===== config.mk =====
export PLATFORM = sky130hd
export DESIGN_NAME = cist_programmer
export DESIGN_NICKNAME = d
export VERILOG_FILES = /design/src/rtl/cist_programmer.sv
export SDC_FILE = /design/constraint.sdc
export NUM_CORES = 1
export LEC_CHECK = 0
export CAP_MARGIN = 20
export CORE_MARGIN = 4
export CORE_UTILIZATION = 50
export CTS_CLUSTER_SIZE = 12
export DETAILED_ROUTE_END_ITERATION = 8
export GPL_TIMING_DRIVEN = 0
export HOLD_SLACK_MARGIN = 0.05
export PLACE_DENSITY_LB_ADDON = 0.25
export SLEW_MARGIN = 5
export SYNTH_ARGS = -nofsm -noshare
export SYNTH_HDL_FRONTEND = slang
export SYNTH_SLANG_ARGS = --single-unit
export TNS_END_PERCENT = 5

===== constraint.sdc =====
create_clock -name clk -period 4.1 [get_ports clk]
set_input_delay 0.41 -clock clk [delete_from_list [all_inputs] [get_ports clk]]
set_output_delay 0.41 -clock clk [all_outputs]
set_load 0.005 [all_outputs]

===== src/rtl/cist_programmer.sv =====
`default_nettype none
// ============================================================================
//  Module   : cist_programmer
//  Brief    : Framed byte-stream loader for the custom-instruction status
//             table entries (cistC1/cistC2). New entries commit only once the
//             custom pipe is drained.
//  Revision : 1.0  initial release
// ============================================================================
module cist_programmer #(
    parameter logic [5:0] C1_RESET      = 6'b110010,
    parameter logic [5:0] C2_RESET      = 6'b111000,
    parameter logic [7:0] HDR_BYTE      = 8'hA5,
    parameter int         DRAIN_TIMEOUT = 64
) (
    input  logic       clk,
    input  logic       reset,
    input  logic       cfg_valid,
    output logic       cfg_ready,
    input  logic [7:0] cfg_data,
    input  logic       pipe_idle,
    output logic       hold_custom,
    output logic [5:0] cistC1,
    output logic [5:0] cistC2,
    output logic       commit,
    output logic       err,
    output logic [1:0] err_code
);

    localparam int                CNT_W    = $clog2(DRAIN_TIMEOUT);
    localparam logic [CNT_W-1:0]  CNT_LAST = CNT_W'(DRAIN_TIMEOUT - 1);

    typedef enum logic [2:0] {
        S_IDLE   = 3'd0,
        S_SEL    = 3'd1,
        S_DATA   = 3'd2,
        S_CHK    = 3'd3,
        S_DRAIN  = 3'd4,
        S_COMMIT = 3'd5
    } state_t;

    state_t             state_q, state_d;
    logic [7:0]         sel_q, sel_d;
    logic [7:0]         data_q, data_d;
    logic [CNT_W-1:0]   cnt_q, cnt_d;
    logic [5:0]         c1_q, c1_d;
    logic [5:0]         c2_q, c2_d;
    logic               err_q, err_d;
    logic [1:0]         err_code_q, err_code_d;
    logic               w_accept;

    always_comb begin
        state_d    = state_q;
        sel_d      = sel_q;
        data_d     = data_q;
        cnt_d      = cnt_q;
        c1_d       = c1_q;
        c2_d       = c2_q;
        err_d      = 1'b0;
        err_code_d = err_code_q;

        cfg_ready   = (state_q != S_DRAIN) && (state_q != S_COMMIT);
        hold_custom = (state_q == S_DRAIN) || (state_q == S_COMMIT);
        commit      = (state_q == S_COMMIT);
        w_accept    = cfg_valid && cfg_ready;

        case (state_q)
            S_IDLE: begin
                if (w_accept && (cfg_data == HDR_BYTE)) state_d = S_SEL;
            end
            S_SEL: begin
                if (w_accept) begin
                    sel_d   = cfg_data;
                    state_d = S_DATA;
                end
            end
            S_DATA: begin
                if (w_accept) begin
                    data_d  = cfg_data;
                    state_d = S_CHK;
                end
            end
            S_CHK: begin
                if (w_accept) begin
                    // Checks are prioritised: select, reserved bits, checksum.
                    state_d = S_IDLE;
                    if ((sel_q != 8'h01) && (sel_q != 8'h02)) begin
                        err_d      = 1'b1;
                        err_code_d = 2'd0;
                    end else if (data_q[7:6] != 2'b00) begin
                        err_d      = 1'b1;
                        err_code_d = 2'd1;
                    end else if (cfg_data != (sel_q ^ data_q)) begin
                        err_d      = 1'b1;
                        err_code_d = 2'd2;
                    end else begin
                        state_d = S_DRAIN;
                        cnt_d   = '0;
                    end
                end
            end
            S_DRAIN: begin
                // pipe_idle is tested first so it wins against the timeout.
                if (pipe_idle) begin
                    state_d = S_COMMIT;
                end else if (cnt_q == CNT_LAST) begin
                    err_d      = 1'b1;
                    err_code_d = 2'd3;
                    state_d    = S_IDLE;
                end else begin
                    cnt_d = cnt_q + CNT_W'(1);
                end
            end
            S_COMMIT: begin
                if (sel_q == 8'h01) c1_d = data_q[5:0];
                else                c2_d = data_q[5:0];
                state_d = S_IDLE;
            end
            default: state_d = S_IDLE;
        endcase
    end

    always_ff @(posedge clk) begin
        if (reset) begin
            state_q    <= S_IDLE;
            sel_q      <= '0;
            data_q     <= '0;
            cnt_q      <= '0;
            c1_q       <= C1_RESET;
            c2_q       <= C2_RESET;
            err_q      <= 1'b0;
            err_code_q <= 2'd0;
        end else begin
            state_q    <= state_d;
            sel_q      <= sel_d;
            data_q     <= data_d;
            cnt_q      <= cnt_d;
            c1_q       <= c1_d;
            c2_q       <= c2_d;
            err_q      <= err_d;
            err_code_q <= err_code_d;
        end
    end

    assign cistC1   = c1_q;
    assign cistC2   = c2_q;
    assign err      = err_q;
    assign err_code = err_code_q;

endmodule
`default_nettype wire


# Word-level counts from Yosys, hierarchy flattened

Cells that the tools add are included.

Register bits after elaboration: 40
Input port bits: 12
Output and inout bits: 18
Word-level logic and storage cells: 82

$add $sub $neg: 1
Equal/unequal tests: 25
Muxes and demuxes: 31
Bitwise operators: 2
Reductions and logical operators: 15

Operators by type and width:

| cell                                           | count |
|---|---|
| two-way mux 6 bit                              | 6 |
| two-way mux 3 bit                              | 9 |
| != test 2 bit (second input constant)          | 9 |
| one-hot mux 3 bit (5 select lines)             | 1 |
| two-way mux 2 bit                              | 6 |
| one-hot mux 6 bit (2 select lines)             | 1 |
| AND reduction 5 bit                            | 2 |
| == test 8 x 1 -> 1 bit (second input constant) | 1 |
| == test 8 bit (second input constant)          | 1 |
| != test 8 x 1 -> 1 bit (second input constant) | 1 |
| != test 8 x 2 -> 1 bit (second input constant) | 1 |
| != test 8 bit                                  | 1 |
| AND reduction 2 bit                            | 4 |
| bitwise XOR 8 bit                              | 1 |
| AND reduction 7 bit                            | 1 |
| adder 6 x 1 -> 6 bit (second input constant)   | 1 |
| == test 3 x 2 -> 1 bit (second input constant) | 2 |
| == test 3 bit (second input constant)          | 2 |
| == test 6 bit (second input constant)          | 1 |
| two-way mux 1 bit                              | 6 |
| != test 3 bit (second input constant)          | 2 |
| logical AND 1 bit                              | 4 |
| != test 4 bit (second input constant)          | 1 |
| one-hot mux 2 bit (2 select lines)             | 1 |
| other kinds (8)                                | 9 |

# Longest topological paths before layout

Gate-level depths: netlist of the first run.

Word-level depth: 7
Mapped depth: 7
Gate-level depth less buffers: 6

# Worst setup path before layout of the first run

No wires, ideal clock.

Path type: register to register
Start point: register sel_q[2]
End point: register err_code_q[0], in the netlist err_code[0]
Setup time: 0.092 ns
Arrival time: 1.568 ns
Slack: 2.440 ns
Cell stages (with the launch flop): 6
Buffers on the path: 0
Period minus slack after synthesis: 1.660 ns
Path through: dfxtp_1 > nor4_4 > nand4_2 > or3_4 > and3_1 > nor4_1

Cells in the longest elaborated chain, start to end: 5

RTL lines:

| what                                                             | line | text |
|---|---|---|
| from (decl)                                                      | 42   | `logic [7:0] sel_q, sel_d;` |
| from (signal assigned)                                           | 134  | `sel_q <= sel_d;` |
| != test 8 x 1 -> 1 bit or != test 8 x 2 -> 1 bit (tied branches) | 86   | `if ((sel_q != 8'h01) && (sel_q != 8'h02)) begin` |
| logical AND 1 bit                                                | 86   |  |
| two-way mux 2 bit                                                | 86   |  |
| two-way mux 2 bit                                                | 83   | `if (w_accept) begin` |
| one-hot mux 2 bit (2 select lines)                               | 66   | `case (state_q)` |
| to (signal assigned)                                             | 140  | `err_code_q <= err_code_d;` |
| to (decl)                                                        | 48   | `logic [1:0] err_code_q, err_code_d;` |

Several ways; a longest one is shown, not always the timed one. The select of a mux whose other input is x is not followed.
A chain may end at the register's enable or synchronous reset.

# Worst setup path in the final report of the first run

Start point: register state_q[2]
End point: output commit

Cells in the longest elaborated chain, start to end: 1

RTL lines:

| what                   | line | text |
|---|---|---|
| from (decl)            | 41   | `state_t state_q, state_d;` |
| from (signal assigned) | 133  | `state_q <= state_d;` |
| == test 3 bit          | 63   | `commit = (state_q == S_COMMIT);` |
| to (decl)              | 24   | `output logic commit,` |

No other way between the ends.

==> results of run 1 <==
cell usage in the layout (no fill, tap or decap), drive strengths merged, types with 7 or more instances in the layout:
| cell | count |
|---|---|
| clkbuf | 11 |
| nand2 | 22 |
| a21oi | 17 |
| dfxtp | 40 |
| nor3 | 9 |
| clkdlybuf4s50 | 29 |
| nor2b | 7 |
| xnor3 | 8 |
| nor2 | 23 |
| mux2i | 14 |
through the flow:
step           setup WS [ns]  utilization, %  area, um2  cells
3_3_place_gp            1.84            62.3       2310    284
2_1_floorplan           2.44               -       1960    207
4_1_cts                 2.00            64.6       2400    292
5_1_grt                 1.90            64.6       2400    292
3_5_place_dp            1.78            62.3       2310    284
6_report                2.01            64.6       2400    292
power by group:
group / switching, mW / total [mW] / internal [mW] / leakage [nW]
Clock: 0.137 / 0.256 / 0.119 / 0.0479
Combinational: 0.0184 / 0.0387 / 0.0203 / 0.524
Sequential: 0.000120 / 0.388 / 0.388 / 0.322
Total: 0.156 / 0.683 / 0.527 / 0.894
path summary, 6_finish.rpt:
| check | from | slack (ns) | cells after the start | to |
|---|---|---|---|---|
| hold / removal | cistC1[4]$_SDFFE_PP1P_ | 0.47 | 1 | cistC1[4]$_SDFFE_PP1P_ |
| hold reg to reg | cistC1[4]$_SDFFE_PP1P_ | 0.47 | 1 | cistC1[4]$_SDFFE_PP1P_ |
| setup reg to reg | sel_q[2]$_SDFFE_PP0P_ | 2.25 | 5 | err_code[0]$_SDFFE_PP0P_ |
| setup / recovery | state_q[2]$_SDFFE_PP0P_ | 2.01 | 4 | commit |
Yosys cell counts, types with 2 or more instances:
cell type,count
sky130_fd_sc_hd__a211oi_1,2
sky130_fd_sc_hd__nor2_1,23
sky130_fd_sc_hd__and3_1,2
sky130_fd_sc_hd__or2_2,2
sky130_fd_sc_hd__nor3_1,8
sky130_fd_sc_hd__buf_2,2
sky130_fd_sc_hd__a211o_1,6
sky130_fd_sc_hd__nor2b_1,7
sky130_fd_sc_hd__a21oi_1,17
sky130_fd_sc_hd__clkbuf_1,5
sky130_fd_sc_hd__o21ai_0,3
sky130_fd_sc_hd__xor2_1,2
sky130_fd_sc_hd__and2_1,2
sky130_fd_sc_hd__mux2i_1,14
sky130_fd_sc_hd__inv_1,6
sky130_fd_sc_hd__xnor3_2,6
sky130_fd_sc_hd__nand4_2,3
sky130_fd_sc_hd__nand4b_1,2
sky130_fd_sc_hd__xnor3_1,2
sky130_fd_sc_hd__nand3_1,5
sky130_fd_sc_hd__nand2b_1,2
sky130_fd_sc_hd__nand2_1,22
sky130_fd_sc_hd__o2bb2ai_1,2
sky130_fd_sc_hd__dfxtp_1,40
metal layers:
layer | routed length [um] | share of wire (%) | vias to the layer above
met3 | 192 | 4.7 | 11
met1 | 1940 | 47 | 724
met5 | 0 | 0 | -
met2 | 1870 | 46 | 44
li1 | - | - | 804
met4 | 87 | 2.1 | 0
state kept, by name, summed over array words and instances, names as in the netlist:
name,cells
err_code,2
state_q,3
data_q,8
cistC1,6
cnt_q,6
err,1
cistC2,6
sel_q,8
worst max-delay path, delay by kind of cell, from the launching register on:
kind / cells / cell delay, ns
buf+inv: 2 / 0.61
flops: 1 / 0.46
simple gates: 2 / 0.32
kinds of logic after synthesis:
logic type | count (synthesis) | share of synthesized area (%)
AND/OR/NAND/NOR | 90 | 25.2
flip-flops | 40 | 40.8
AO/OA/AOI/OAI | 38 | 12.9
buffers and inverters | 14 | 2.87
multiplexers | 14 | 7.14
XOR/XNOR | 10 | 10.5
adder cells (fa/ha/maj) | 1 | 0.637
area by class of cell:
class	count	area, um2
repair buffers	29	290
plain buffers	8	33.8
multi-input cells	153	1110
inverters	6	22.5
well taps	48	60.1
flip-flops and latches	40	801
clock buffers	5	68.8
fillers	347	1320
clock inverters	3	18.8
==> load_flow_metrics.sql, run 1 <==
INSERT INTO impl_metrics (metric_group, metric, value, unit) VALUES
('finish', 'n_antenna_cell', '0', ''),
('timing', 'final.setup.tns', '0', 'ns'),
('floorplanning', 'placementRows', '22', ''),
('synth', 'ys.flop_type', 'sky130_fd_sc_hd__dfxtp_1', ''),
('power', 'cellLeakagePower', '0.894', 'nW'),
('critical_path', 'timing.critical_path.from_type', 'register', ''),
('power', 'report.power.total', '683', 'uW'),
('clocking', 'post-cts-setup-buffers', '0', ''),
('timing', 'finalSetupViolations', '0', ''),
('clocking', 'htree_levels', '2', ''),
('synth', 'postSynthAreaPerCell', '9.48', 'um2'),
('synth', 'synth.top_cell.area_share', '40.8', '%'),
('critical_path', 'cp_data_arrival_time', '1.68', 'ns'),
('timing', 'fin_hold_ws', '0.468', 'ns'),
('clocking', 'cts.repair.resized', '0', ''),
('placement', 'total_half_perimeter_wirelength_after_legalization_and_detailed_placement', '3100', 'um'),
('drt', 'route.antenna.remaining_nets', '0', ''),
('finish', 'syn2layout_area_growth', '22.3', '%'),
('synth', 'post-synth-top-area-cell', 'sky130_fd_sc_hd__dfxtp_1', ''),
('critical_path', 'cp-end-kind', 'primary output', ''),
('synth', 'yosys_warnings', '0', ''),
('global_route', 'grt_pass1_wl', '7160', 'um'),
('job', 'cap_viol_max_count', '0', ''),
('critical_path', 'worst_ep_required_time', '3.69', 'ns'),
('timing', 'total_count_of_hold_check_failures_in_the_final_report', '0', ''),
('critical_path', 'cp_max_fo', '8', ''),
('drt', 'vias_per_cell', '5.42', ''),
('timing', 'grt_setup_unrepaired', 'no', ''),
('floorplanning', 'dieArea', '4990', 'um2'),
('synth', 'syn_nets', '220', ''),
('synth', 'synth_async_sr_flop_share', '0', '%'),
('floorplanning', 'die_y_extent', '70.7', 'um'),
('global_route', 'global_route.overflow_total', '0', ''),
('power', 'irDropWorstVdd', '0.142', 'mV'),
('clocking', 'cts.sinks', '40', ''),
('drt', 'route.final.wire_length', '4090', 'um'),
('synth', 'netlist_top_cells_area', 'sky130_fd_sc_hd__dfxtp_1, sky130_fd_sc_hd__xnor3_2, sky130_fd_sc_hd__mux2i_1', ''),
('critical_path', 'timing.setup.critical_path_class', 'register to primary output', ''),
('synth', 'synth.yosys.seq_area_share', '40.8', '%'),
('placement', 'numPortBuffers', '29', ''),
('clocking', 'worst_setup_hold_path_clk_slew', '0.08', 'ns'),
('clocking', 'numCtsBuffers', '5', ''),
('clocking', 'clock_path_buffers', '2', ''),
('synth', 'yosys_register_bits', '40', ''),
('clocking', 'clk_latency', '0.29', 'ns'),
('floorplanning', 'die_width', '70.7', 'um'),
('critical_path', 'worst_path_largest_cell_delay', '0.52', 'ns'),
('global_route', 'initial_antenna_violation_count', '0', ''),
('drt', 'firstDrtPassIters', '4', ''),
('synth', 'mappedNetlistArea', '1960', 'um2'),
('finish', 'final_layout_size_suffix_gt1_share', '11.9', '%'),
('synth', 'synth_cell_type_count', '46', ''),
('clocking', 'tritoncts', 'done', ''),
('timing', 'tightest_slew', '0.798', 'ns'),
('synth', 'synth_enable_flop_cells', '0', ''),
('placement', 'gp_routability_congestion', '0.797', ''),
('drt', 'routed-via-count', '1583', ''),
('clocking', 'clk_root_buffer_cell', 'sky130_fd_sc_hd__clkbuf_8', ''),
('global_route', 'pin_count_of_the_biggest_net_entering_global_routing', '14', ''),
('timing', 'f_max', '478', 'MHz'),
('drt', 'remaining_drc_errors', '0', ''),
('synth', 'synthCells', '207', ''),
('finish', 'final_nets', '256', ''),
('timing', 'timing_max_transition_violations_final', '0', ''),
('global_route', 'grt_pass1_vias', '1581', ''),
('min_path', 'hp-class', 'register to register', ''),
('outcome', 'run_status', 'finished, final reports clean', ''),
('drt', 'detail_route.iter0.violations', '67', ''),
('global_route', 'use_met3', '3.84', '%'),
('timing', 'max-slew-margin-rel', '46.4', '%'),
('global_route', 'grt.met1_usage', '23.4', '%');
No activity file was read; power rests on OpenSTA's default activity.
==> run 2, diff against run 1 <==
- CORE_UTILIZATION: 50 -> 48
- clock period: 4.1 -> 1.9 ns (I/O delays scaled with it)
==> load_flow_metrics.sql, run 2 (synthesis gave the netlist of run 1 again) <==
INSERT INTO impl_metrics (metric_group, metric, value, unit) VALUES
('drt', 'met2_wirelength', '1900', 'um'),
('critical_path', 'cp_data_arrival_time', '2.02', 'ns'),
('power', 'irDropWorstVdd', '0.447', 'mV'),
('finish', 'postLayoutCoreUtil', '63.8', '%'),
('timing', 'tightest_slew', '0.772', 'ns'),
('timing', 'fin_hold_ws', '0.474', 'ns'),
('clocking', 'tritoncts', 'done', ''),
('power', 'seq_power_share', '51.8', '%'),
('power', 'power.share.combinational', '5.2', '%'),
('drt', 'remaining_drc_errors', '0', ''),
('drt', 'route.antenna.remaining_nets', '0', ''),
('critical_path', 'timing.setup.critical_path_class', 'register to register', ''),
('drt', 'routed-via-count', '1575', ''),
('drt', 'route.final.wire_length', '4190', 'um'),
('clocking', 'htree_levels', '2', ''),
('critical_path', 'cp-end-kind', 'register', ''),
('finish', 'n_antenna_cell', '0', ''),
('global_route', 'grt_pass1_vias', '1570', ''),
('timing', 'finalSetupViolations', '0', ''),
('drt', 'detailroute.wirelength.met3', '197', 'um'),
('placement', 'total_half_perimeter_wirelength_after_legalization_and_detailed_placement', '3090', 'um'),
('finish', 'fillerInstances', '332', ''),
('clocking', 'clk_latency', '0.29', 'ns'),
('finish', 'finalInstanceArea', '2420', 'um2'),
('placement', 'numPortBuffers', '29', ''),
('drt', 'vias_per_cell', '5.41', ''),
('timing', 'timing_max_transition_violations_final', '0', ''),
('clocking', 'cts.repair.resized', '0', ''),
('power', 'clock_power_share', '43.0', '%'),
('global_route', 'global_route.overflow_total', '0', ''),
('timing', 'final.setup_skew', '0.00463', 'ns'),
('drt', 'detail_route.iter0.violations', '114', ''),
('power', 'powerDensity', '666', 'nW/um2'),
('timing', 'max-slew-margin-rel', '48.1', '%'),
('clocking', 'worst_setup_hold_path_clk_slew', '0.08', 'ns'),
('timing', 'timing.final.crit_share', '94.3', '%'),
('clocking', 'hold_buffers', '0', ''),
('floorplanning', 'die_y_extent', '72.0', 'um'),
('timing', 'total_count_of_hold_check_failures_in_the_final_report', '0', ''),
('global_route', 'grt_pass1_wl', '7250', 'um'),
('power', 'report.power.total', '1.62', 'mW'),
('global_route', 'pin_count_of_the_biggest_net_entering_global_routing', '14', ''),
('power', 'power_report.internal_total', '1.27', 'mW'),
('job', 'cap_viol_max_count', '0', ''),
('global_route', 'initial_antenna_violation_count', '0', ''),
('placement', 'postPlaceCellArea', '2310', 'um2'),
('floorplanning', 'dieArea', '5180', 'um2'),
('power', 'sw_pwr', '346', 'uW'),
('floorplanning', 'starting_utilization_of_the_core_area', '51.7', '%'),
('floorplanning', 'floorplan_core_area', '3800', 'um2'),
('finish', 'final_nets', '255', ''),
('finish', 'most-common-layout-cells', 'sky130_fd_sc_hd__dfxtp_1, sky130_fd_sc_hd__clkdlybuf4s50_1, sky130_fd_sc_hd__nor2_1', ''),
('finish', 'final_layout_size_suffix_gt1_share', '13.2', '%'),
('critical_path', 'worst_ep_required_time', '2.13', 'ns'),
('drt', 'wirelength_met1', '2020', 'um'),
('drt', 'top_layer_used', 'met4', ''),
('min_path', 'hp-class', 'register to register', ''),
('power', 'power.share.switching', '21.4', '%'),
('timing', 'final.setup.tns', '0', 'ns'),
('finish', 'syn2layout_area_growth', '23.5', '%'),
('floorplanning', 'die_width', '72.0', 'um'),
('clocking', 'clk_root_buffer_cell', 'sky130_fd_sc_hd__clkbuf_8', ''),
('timing', 'grt_setup_unrepaired', 'yes', ''),
('timing', 'f_max', '558', 'MHz'),
('floorplanning', 'placementRows', '22', ''),
('finish', 'biggestRegsByFlops', 'data_q x8, sel_q x8', ''),
('clocking', 'numCtsBuffers', '5', ''),
('drt', 'drt-wirelength-per-cell', '14.4', 'um'),
('placement', 'gp_routability_congestion', '0.796', ''),
('timing', 'min_period', '1.79', 'ns'),
('power', 'cellLeakagePower', '0.901', 'nW'),
('clocking', 'post-cts-setup-buffers', '0', ''),
('critical_path', 'cp_max_fo', '5', ''),
('global_route', 'grt_use_total', '17.7', '%'),
('drt', 'firstDrtPassIters', '4', ''),
('clocking', 'clock_path_buffers', '2', ''),
('outcome', 'run_status', 'finished, final reports clean', ''),
('clocking', 'cts.sinks', '40', ''),
('critical_path', 'timing.critical_path.from_type', 'register', ''),
('floorplanning', 'io_pins', '30', ''),
('finish', 'mostFrequentLayoutCell', 'sky130_fd_sc_hd__dfxtp_1', '');
run 2: changes by cell type in the layout (fill, tap and decap cells not counted), sizes merged:
| cell | change |
|---|---|
| clkinvlp | +1 |
| bufinv | +1 |
| clkinv | -2 |
| clkbuf | -1 |
run 2: layout make-up:
class	instances	area, um2	share of cell area [%]
buffer	7	30.0	1.24
tap	48	60.1	2.48
clock inverter	3	42.5	1.75
clock buffer	5	68.8	2.84
multi-input combinational	153	1110	45.7
sequential	40	803	33.1
timing repair buffer	29	290	12.0
inverter	6	22.5	0.929
run 2: stage by stage:
step / cells / setup WS (ns)
after CTS: 292 / 0.0109
after global placement: 284 / -0.145
after detailed placement: 284 / -0.176
final: 291 / 0.107
after global routing: 291 / -0.00181
after floorplan: 207 / 0.240
run 2: critical path, cell delays in order (launching register included):
cell                        delay, ns
sky130_fd_sc_hd__dfxtp_1         0.38
sky130_fd_sc_hd__ha_1            0.23
sky130_fd_sc_hd__nand3_1         0.08
sky130_fd_sc_hd__or2_2           0.33
sky130_fd_sc_hd__and2_1          0.19
sky130_fd_sc_hd__a211oi_1        0.37
sky130_fd_sc_hd__o2bb2ai_1       0.16
run 2: final timing paths:
path                                              from                      to  slack (ns)  cells after the start
worst min register to register  cistC1[4]$_SDFFE_PP1P_  cistC1[4]$_SDFFE_PP1P_        0.47                      1
worst min-delay path            cistC1[4]$_SDFFE_PP1P_  cistC1[4]$_SDFFE_PP1P_        0.47                      1
worst max-delay path             cnt_q[0]$_SDFFE_PP0P_   cnt_q[4]$_SDFFE_PP0P_        0.11                      6
worst max register to register   cnt_q[0]$_SDFFE_PP0P_   cnt_q[4]$_SDFFE_PP0P_        0.11                      6
run 2: routing by layer:
layer	up-vias	track usage, %
li1	803	-
met1	726	23.2
met2	38	28.5
met3	8	4.57
met4	0	6.05
met5	-	0
run 2: power by group through the flow:
stage	sequential [mW]	combinational [mW]	clock, mW
3_5_place_dp	0.858	0.0835	0
2_1_floorplan	0.858	0.0379	0
5_1_grt	0.838	0.0891	0.757
4_1_cts	0.838	0.0837	0.714
3_3_place_gp	0.858	0.0829	0
6_report	0.838	0.0839	0.694
